===== config.mk =====
export PLATFORM = sky130hd
export DESIGN_NAME = hd44780_reader
export DESIGN_NICKNAME = d
export VERILOG_FILES = /design/src/rtl/hd44780_pkg.sv /design/src/rtl/hd44780_delay.sv /design/src/rtl/hd44780_reader.sv
export SDC_FILE = /design/constraint.sdc
export NUM_CORES = 1
export LEC_CHECK = 0
export ABC_AREA = 1
export CAP_MARGIN = 20
export CORE_UTILIZATION = 35
export CTS_CLUSTER_SIZE = 40
export DETAILED_ROUTE_END_ITERATION = 6
export HOLD_SLACK_MARGIN = 0.03
export PLACE_DENSITY = 0.5
export SETUP_SLACK_MARGIN = 0.15
export SLEW_MARGIN = 40
export SYNTH_ARGS = -nofsm -noshare
export SYNTH_HDL_FRONTEND = slang
export SYNTH_SLANG_ARGS = --single-unit

===== constraint.sdc =====
create_clock -name clk -period 5.5 [get_ports clk]
set_clock_uncertainty 0.2 [all_clocks]
set_input_delay 1.1 -clock clk [delete_from_list [all_inputs] [get_ports clk]]
set_output_delay 1.1 -clock clk [all_outputs]
set_load 0.01 [all_outputs]

===== src/rtl/hd44780_pkg.sv =====
// Shared definitions for the HD44780 reader/writer: state encoding, busy-flag
// position and default bus timing (in clk cycles).
package hd44780_pkg;

    typedef enum logic [2:0] {
        ST_IDLE,
        ST_SETUP,
        ST_EHIGH,
        ST_EHOLD,
        ST_GAP,
        ST_DONE
    } state_e;

    localparam int BF_BIT = 7;

    localparam int DEF_SETUP_CYC = 2;
    localparam int DEF_EPW_CYC   = 12;
    localparam int DEF_HOLD_CYC  = 2;
    localparam int DEF_GAP_CYC   = 25;
    localparam int DEF_POLL_MAX  = 255;

    function automatic int max4(input int a, input int b, input int c, input int d);
        int m;
        m = a;
        if (b > m) m = b;
        if (c > m) m = c;
        if (d > m) m = d;
        return m;
    endfunction

endpackage


===== src/rtl/hd44780_delay.sv =====
// Loadable down-counter; done_o is high once the loaded count has run out.
// Loading N-1 makes done_o appear on the Nth cycle after the load edge.
module hd44780_delay
    import hd44780_pkg::*;
#(
    parameter int W = 4
) (
    input  logic         clk_i,
    input  logic         rst_i,
    input  logic         load_i,
    input  logic [W-1:0] load_val_i,
    output logic         done_o
);

    logic [W-1:0] count_q;

    always_ff @(posedge clk_i or posedge rst_i) begin
        if (rst_i) begin
            count_q <= '0;
        end else if (load_i) begin
            count_q <= load_val_i;
        end else if (count_q != '0) begin
            count_q <= count_q - 1'b1;
        end
    end

    assign done_o = (count_q == '0);

endmodule


===== src/rtl/hd44780_reader.sv =====
// HD44780 read engine: busy-flag polling and data reads over an 8-bit bus,
// or a 4-bit bus (two E pulses per byte) when HD44780_NIBBLE_MODE_EN is defined.
module hd44780_reader
    import hd44780_pkg::*;
#(
    parameter int SETUP_CYC = DEF_SETUP_CYC,
    parameter int EPW_CYC   = DEF_EPW_CYC,
    parameter int HOLD_CYC  = DEF_HOLD_CYC,
    parameter int GAP_CYC   = DEF_GAP_CYC,
    parameter int POLL_MAX  = DEF_POLL_MAX
) (
    input  logic       clk,
    input  logic       rst,
    input  logic       req_valid,
    output logic       req_ready,
    input  logic       req_rs,
    input  logic       req_poll,
    output logic       rsp_valid,
    output logic [7:0] rsp_data,
    output logic       rsp_timeout,
    output logic       lcd_rs,
    output logic       lcd_rw,
    output logic       lcd_e,
    input  logic [7:0] lcd_db_in,
    output logic       lcd_db_oe
);

    localparam int CW = $clog2(max4(SETUP_CYC, EPW_CYC, HOLD_CYC, GAP_CYC)) + 1;
    localparam logic [CW-1:0] SETUP_LD = CW'(SETUP_CYC - 1);
    localparam logic [CW-1:0] EPW_LD   = CW'(EPW_CYC - 1);
    localparam logic [CW-1:0] HOLD_LD  = CW'(HOLD_CYC - 1);
    localparam logic [CW-1:0] GAP_LD   = CW'(GAP_CYC - 1);
    localparam logic [15:0]   POLL_LIM = 16'(POLL_MAX);

    state_e        state_q, state_d;
    logic          req_ready_q, rsp_valid_q, rsp_timeout_q;
    logic [7:0]    rsp_data_q, byte_q;
    logic          lcd_rs_q, lcd_rw_q, lcd_e_q;
    logic          poll_q;
    logic [15:0]   reads_q;
    logic          accept, last_pulse;
    logic          dly_load, dly_done;
    logic [CW-1:0] dly_val;

`ifdef HD44780_NIBBLE_MODE_EN
    logic       nib_q;  // high while the second (low-nibble) pulse of a byte is in progress
    logic [3:0] db_low_unused;
    assign db_low_unused = lcd_db_in[3:0];
    assign last_pulse    = nib_q;
`else
    assign last_pulse = 1'b1;
`endif

    assign accept = req_valid && req_ready_q;

    always_comb begin
        state_d = state_q;
        case (state_q)
            ST_IDLE:  if (accept) state_d = ST_SETUP;
            ST_SETUP: if (dly_done) state_d = ST_EHIGH;
            ST_EHIGH: if (dly_done) state_d = ST_EHOLD;
            ST_EHOLD: begin
                if (dly_done) begin
                    if (!last_pulse || (poll_q && byte_q[BF_BIT] && reads_q < POLL_LIM))
                        state_d = ST_GAP;
                    else
                        state_d = ST_DONE;
                end
            end
            ST_GAP:   if (dly_done) state_d = ST_EHIGH;
            ST_DONE:  state_d = ST_IDLE;
            default:  state_d = ST_IDLE;
        endcase
    end

    // Every timed state is entered from a different state, so a state change reloads the timer.
    always_comb begin
        dly_val = '0;
        case (state_d)
            ST_SETUP: dly_val = SETUP_LD;
            ST_EHIGH: dly_val = EPW_LD;
            ST_EHOLD: dly_val = HOLD_LD;
            ST_GAP:   dly_val = GAP_LD;
            default:  dly_val = '0;
        endcase
        dly_load = (state_d != state_q) && (state_d != ST_IDLE) && (state_d != ST_DONE);
    end

    hd44780_delay #(.W(CW)) u_delay (
        .clk_i      (clk),
        .rst_i      (rst),
        .load_i     (dly_load),
        .load_val_i (dly_val),
        .done_o     (dly_done)
    );

    always_ff @(posedge clk or posedge rst) begin
        if (rst) begin
            state_q       <= ST_IDLE;
            req_ready_q   <= 1'b0;
            rsp_valid_q   <= 1'b0;
            rsp_timeout_q <= 1'b0;
            rsp_data_q    <= 8'h00;
            byte_q        <= 8'h00;
            lcd_rs_q      <= 1'b0;
            lcd_rw_q      <= 1'b0;
            lcd_e_q       <= 1'b0;
            poll_q        <= 1'b0;
            reads_q       <= 16'd0;
`ifdef HD44780_NIBBLE_MODE_EN
            nib_q         <= 1'b0;
`endif
        end else begin
            state_q     <= state_d;
            req_ready_q <= (state_d == ST_IDLE);
            lcd_e_q     <= (state_d == ST_EHIGH);
            rsp_valid_q <= 1'b0;
            case (state_q)
                ST_IDLE: begin
                    if (accept) begin
                        lcd_rs_q <= req_rs;
                        lcd_rw_q <= 1'b1;
                        poll_q   <= req_poll && !req_rs;
                        reads_q  <= 16'd0;
`ifdef HD44780_NIBBLE_MODE_EN
                        nib_q    <= 1'b0;
`endif
                    end
                end
                ST_EHIGH: begin
                    if (dly_done) begin
`ifdef HD44780_NIBBLE_MODE_EN
                        if (nib_q) begin
                            byte_q[3:0] <= lcd_db_in[7:4];
                            reads_q     <= reads_q + 16'd1;
                        end else begin
                            byte_q[7:4] <= lcd_db_in[7:4];
                        end
`else
                        byte_q  <= lcd_db_in;
                        reads_q <= reads_q + 16'd1;
`endif
                    end
                end
                ST_EHOLD: begin
`ifdef HD44780_NIBBLE_MODE_EN
                    if (dly_done) nib_q <= !nib_q;
`endif
                end
                ST_DONE: begin
                    rsp_valid_q   <= 1'b1;
                    rsp_data_q    <= byte_q;
                    rsp_timeout_q <= poll_q && byte_q[BF_BIT];
                    lcd_rs_q      <= 1'b0;
                    lcd_rw_q      <= 1'b0;
                end
                default: ;
            endcase
        end
    end

    assign req_ready   = req_ready_q;
    assign rsp_valid   = rsp_valid_q;
    assign rsp_data    = rsp_data_q;
    assign rsp_timeout = rsp_timeout_q;
    assign lcd_rs      = lcd_rs_q;
    assign lcd_rw      = lcd_rw_q;
    assign lcd_e       = lcd_e_q;
    assign lcd_db_oe   = 1'b0;

endmodule


==> results by group <==
Run status
  – Status: finished clean

Critical path
  – WP data arrival: 3.05 ns
  – Worst path cell trace: clkdlybuf4s50_1 > nand4_1 > nand2_4 > nand3_4 > nor3_4 > nand4_1 > o21ai_0 > nor2_1
  – Worst setup EP type: flip-flop
  – CP Class: input pin to flip-flop
  – R2R Path End: reads_q[13]
  – Crit path buffers/inverters: 1
  – Reg2reg path depth: 8
  – CP peak stage delay: 0.47 ns
  – Worst path most repeated cell: nand4_1
  – Worst Path Required: 5.49 ns
  – Internal reg-to-reg setup slack: 2.99 ns
  – Crit-path slowest cell: nand4_1
  – Kind of cell adding the most delay to the critical path: simple AND/OR/NAND/NOR gates
  – Setup crit start kind: input pin
  – Maximum fanout along the worst path: 13
  – R2r startpoint: state_q[0]

Global routing
  – First-pass GRT wire length: 8400 um
  – Vias in the first global route: 1824
  – Total GRT Usage: 0.149
  – Initial antenna violation count: 0
  – Pin count of the biggest net entering global routing: 49
  – GRT overflow: 0

Synth
  – Flops & latches, synth: 48
  – Post-synthesis mux area share: 0
  – Post-synth cell types: 36
  – Seq/Total Area, Yosys: 0.503
  – Main synth FF type: dfrtp_1
  – Cell Area, Synth: 0.00239 mm2
  – Gate Count Post-Synth: 281
  – Number of synthesized flops with an enable pin: 0
  – XOR/XNOR Fraction of Synth Area: 0.0183
  – FFs w/ async S/R, synth: 1.00
  – Synthesized net count: 296
  – Synth warnings: 0
  – Post-Synth Simple-Gate Area: 0.321
  – Avg Synthesized Cell Area: 8.50 um2
  – Largest family of logic cells by synthesized area: simple AND/OR/NAND/NOR gates
  – Synth Area in Compound Gates: 0.0749
  – Post-synthesis adder-cell area fraction: 0.0105

Final layout
  – Fillers: 674
  – Final instance area: 0.00281 mm2
  – Area growth, synth to finish: 17.5%
  – FF/Latch Area: 0.00120 mm2
  – Final net count: 324
  – Area occupied by multi-input gates: 0.00102 mm2
  – Layout cells sized above 1: 0.103
  – # diodes: 0

Timing
  – Upper clock frequency limit: 327 MHz
  – Max_slew headroom: 0.596
  – Setup Viol. Count Final: 0
  – Worst slew pin tran: 0.606 ns
  – Setup tns final: 0 ns
  – RSZ-0062 raised after global routing: false
  – Final worst path period share: 0.557
  – Hold Fails Final Rpt: 0
  – Slew Viols, Final: 0
  – Crit path time final: 3.06 ns

Die
  – Initial core utilization: 0.370
  – Die Ht: 84.6 um
  – Die W: 84.6 um
  – FP Rows: 29
  – I/O Pins: 28
  – Die Area: 0.00716 mm2
  – Core box area: 0.00646 mm2

Route
  – Vias: 1872
  – # DRC: 0
  – Antenna Nets Post-Route: 0
  – Vias per Instance: 4.84
  – Number of detailed-route iterations in the first pass: 4
  – Total routed wirelength: 4790 um
  – Initial DRC Count: 119
  – Wire length per cell: 12.4 um

Power
  – Maximum VDD drop: 0.000116 V
  – Pwr Total: 0.000580 W
  – Power Dens Cells: 207 mW/mm2
  – Leakage: 1.39 nW

Clock network
  – Skew-Pair Late Insertion Delay: 0.30 ns
  – Worst-path clk slew: 0.09 ns
  – Cts repair resizes: 0
  – Clk sink count: 48
  – H-tree levels: 2
  – Num CTS Buffers: 5
  – Post-CTS Setup Inserts: 0
  – CTS root buf: clkbuf_8
  – CTS tree: done
  – Max Buffers Root-to-Sink: 2
  – CTS Hold Bufs: 0

Min path
  – Hold path cells: 2
  – HP Start: rsp_data[5]
  – Hold EP: rsp_data[5]
  – Tightest Hold Check Type: flip-flop to flip-flop

Job
  – Max-Cap Viols: 0

Placed design
  – Routability Congestion: 0.746
  – Post-DP Area: 0.00272 mm2
  – Dpl hpwl: 3490 um
  – IO buf count: 26
how the worst max path moves through the flow:
stage,startpoint,endpoint,slack [ns],cells after the start
6_report,req_valid,reads_q[13],2.44,8
2_1_floorplan,rst,byte_q[0],3.06,1
3_3_place_gp,req_valid,reads_q[13],2.10,8
4_1_cts,req_valid,u_delay.count_q[0],2.41,12
3_5_place_dp,req_valid,reads_q[13],2.09,8
5_1_grt,req_valid,u_delay.count_q[0],2.19,12
sequential cells by signal, indices dropped and copies added, names as in the netlist:
| signal | flops |
|---|---|
| u_delay.count_q | 6 |
| rsp_data | 8 |
| lcd_rs | 1 |
| reads_q | 16 |
| lcd_rw | 1 |
| rsp_timeout | 1 |
| req_ready | 1 |
| byte_q | 8 |
| lcd_e | 1 |
| poll_q | 1 |
| state_q | 3 |
| rsp_valid | 1 |
metrics by stage:
step | hold WS [ns] | instances | setup WS [ns] | utilization
4_1_cts | 0.282 | 387 | 2.41 | 0.435
6_report | 0.280 | 387 | 2.44 | 0.435
2_1_floorplan | 0.249 | 281 | 3.06 | -
3_3_place_gp | 0.255 | 379 | 2.10 | 0.420
3_5_place_dp | 0.261 | 379 | 2.09 | 0.421
5_1_grt | 0.305 | 387 | 2.19 | 0.435
metal layers:
layer | share of wire | wire length [um] | track usage
met1 | 0.49 | 2340 | 0.195
met2 | 0.46 | 2200 | 0.242
met3 | 0.038 | 183 | 0.0324
met4 | 0.014 | 66 | 0.0524
met5 | 0 | 0 | 0
placed cells by master, fill, tap and decap left out, types with 2 or more instances in the layout:
master / instances
nor3_2: 4
nand3_1: 19
nand2_4: 4
nor2_1: 20
nand4_1: 5
clkdlybuf4s50_1: 26
xnor2_1: 3
nand2_1: 76
inv_1: 32
nand3_2: 2
nor2_2: 2
and3_1: 2
dfrtp_1: 48
nor2_4: 3
a21oi_1: 10
o21ai_1: 3
nor3_1: 6
o21ai_0: 15
inv_2: 4
clkbuf_8: 5
ha_1: 2
xor2_1: 2
worst reg2reg max path, cell delays in order, from the launching register on:
cell     delay (ns)
dfrtp_1        0.47
nor2_1         0.21
nand4_1        0.49
nand2_4        0.40
nand3_4        0.13
nor3_4         0.16
nand4_1        0.12
o21ai_0        0.17
nor2_1         0.06
cells in the mapped netlist, types with 4 or more instances:
| master | count | area share |
|---|---|---|
| inv_1 | 33 | 0.052 |
| dfrtp_1 | 48 | 0.50 |
| nand3_1 | 19 | 0.040 |
| inv_2 | 4 | 0.0063 |
| nand2_4 | 4 | 0.019 |
| nor3_2 | 4 | 0.017 |
| nand4_1 | 5 | 0.013 |
| a21oi_1 | 10 | 0.021 |
| o21ai_0 | 15 | 0.031 |
| nand2_1 | 76 | 0.12 |
| nor3_1 | 6 | 0.013 |
| nor2_1 | 20 | 0.031 |
logic make-up after synthesis:
group | Yosys count
flops | 48
fa+ha+maj | 2
xor+xnor | 5
simple gates | 150
buf+inv | 42
compound gates | 33
other cells | 1
power by group:
group          total (W)  switching, W  leakage, nW  internal, W
sequential      0.000353             0        0.588     0.000353
clock           0.000211      0.000121       0.0414    0.0000906
combinational  0.0000162    0.00000855        0.761   0.00000764
total           0.000580      0.000129         1.39     0.000451
final cells by class:
type,instances,share of cell area
clock inverter,2,0.00580
inverter,37,0.0504
timing repair buffer,26,0.0927
tap,77,0.0343
multi-input combinational,191,0.363
clock buffer,6,0.0259
sequential,48,0.428
Power figures use the tool's default switching activity.
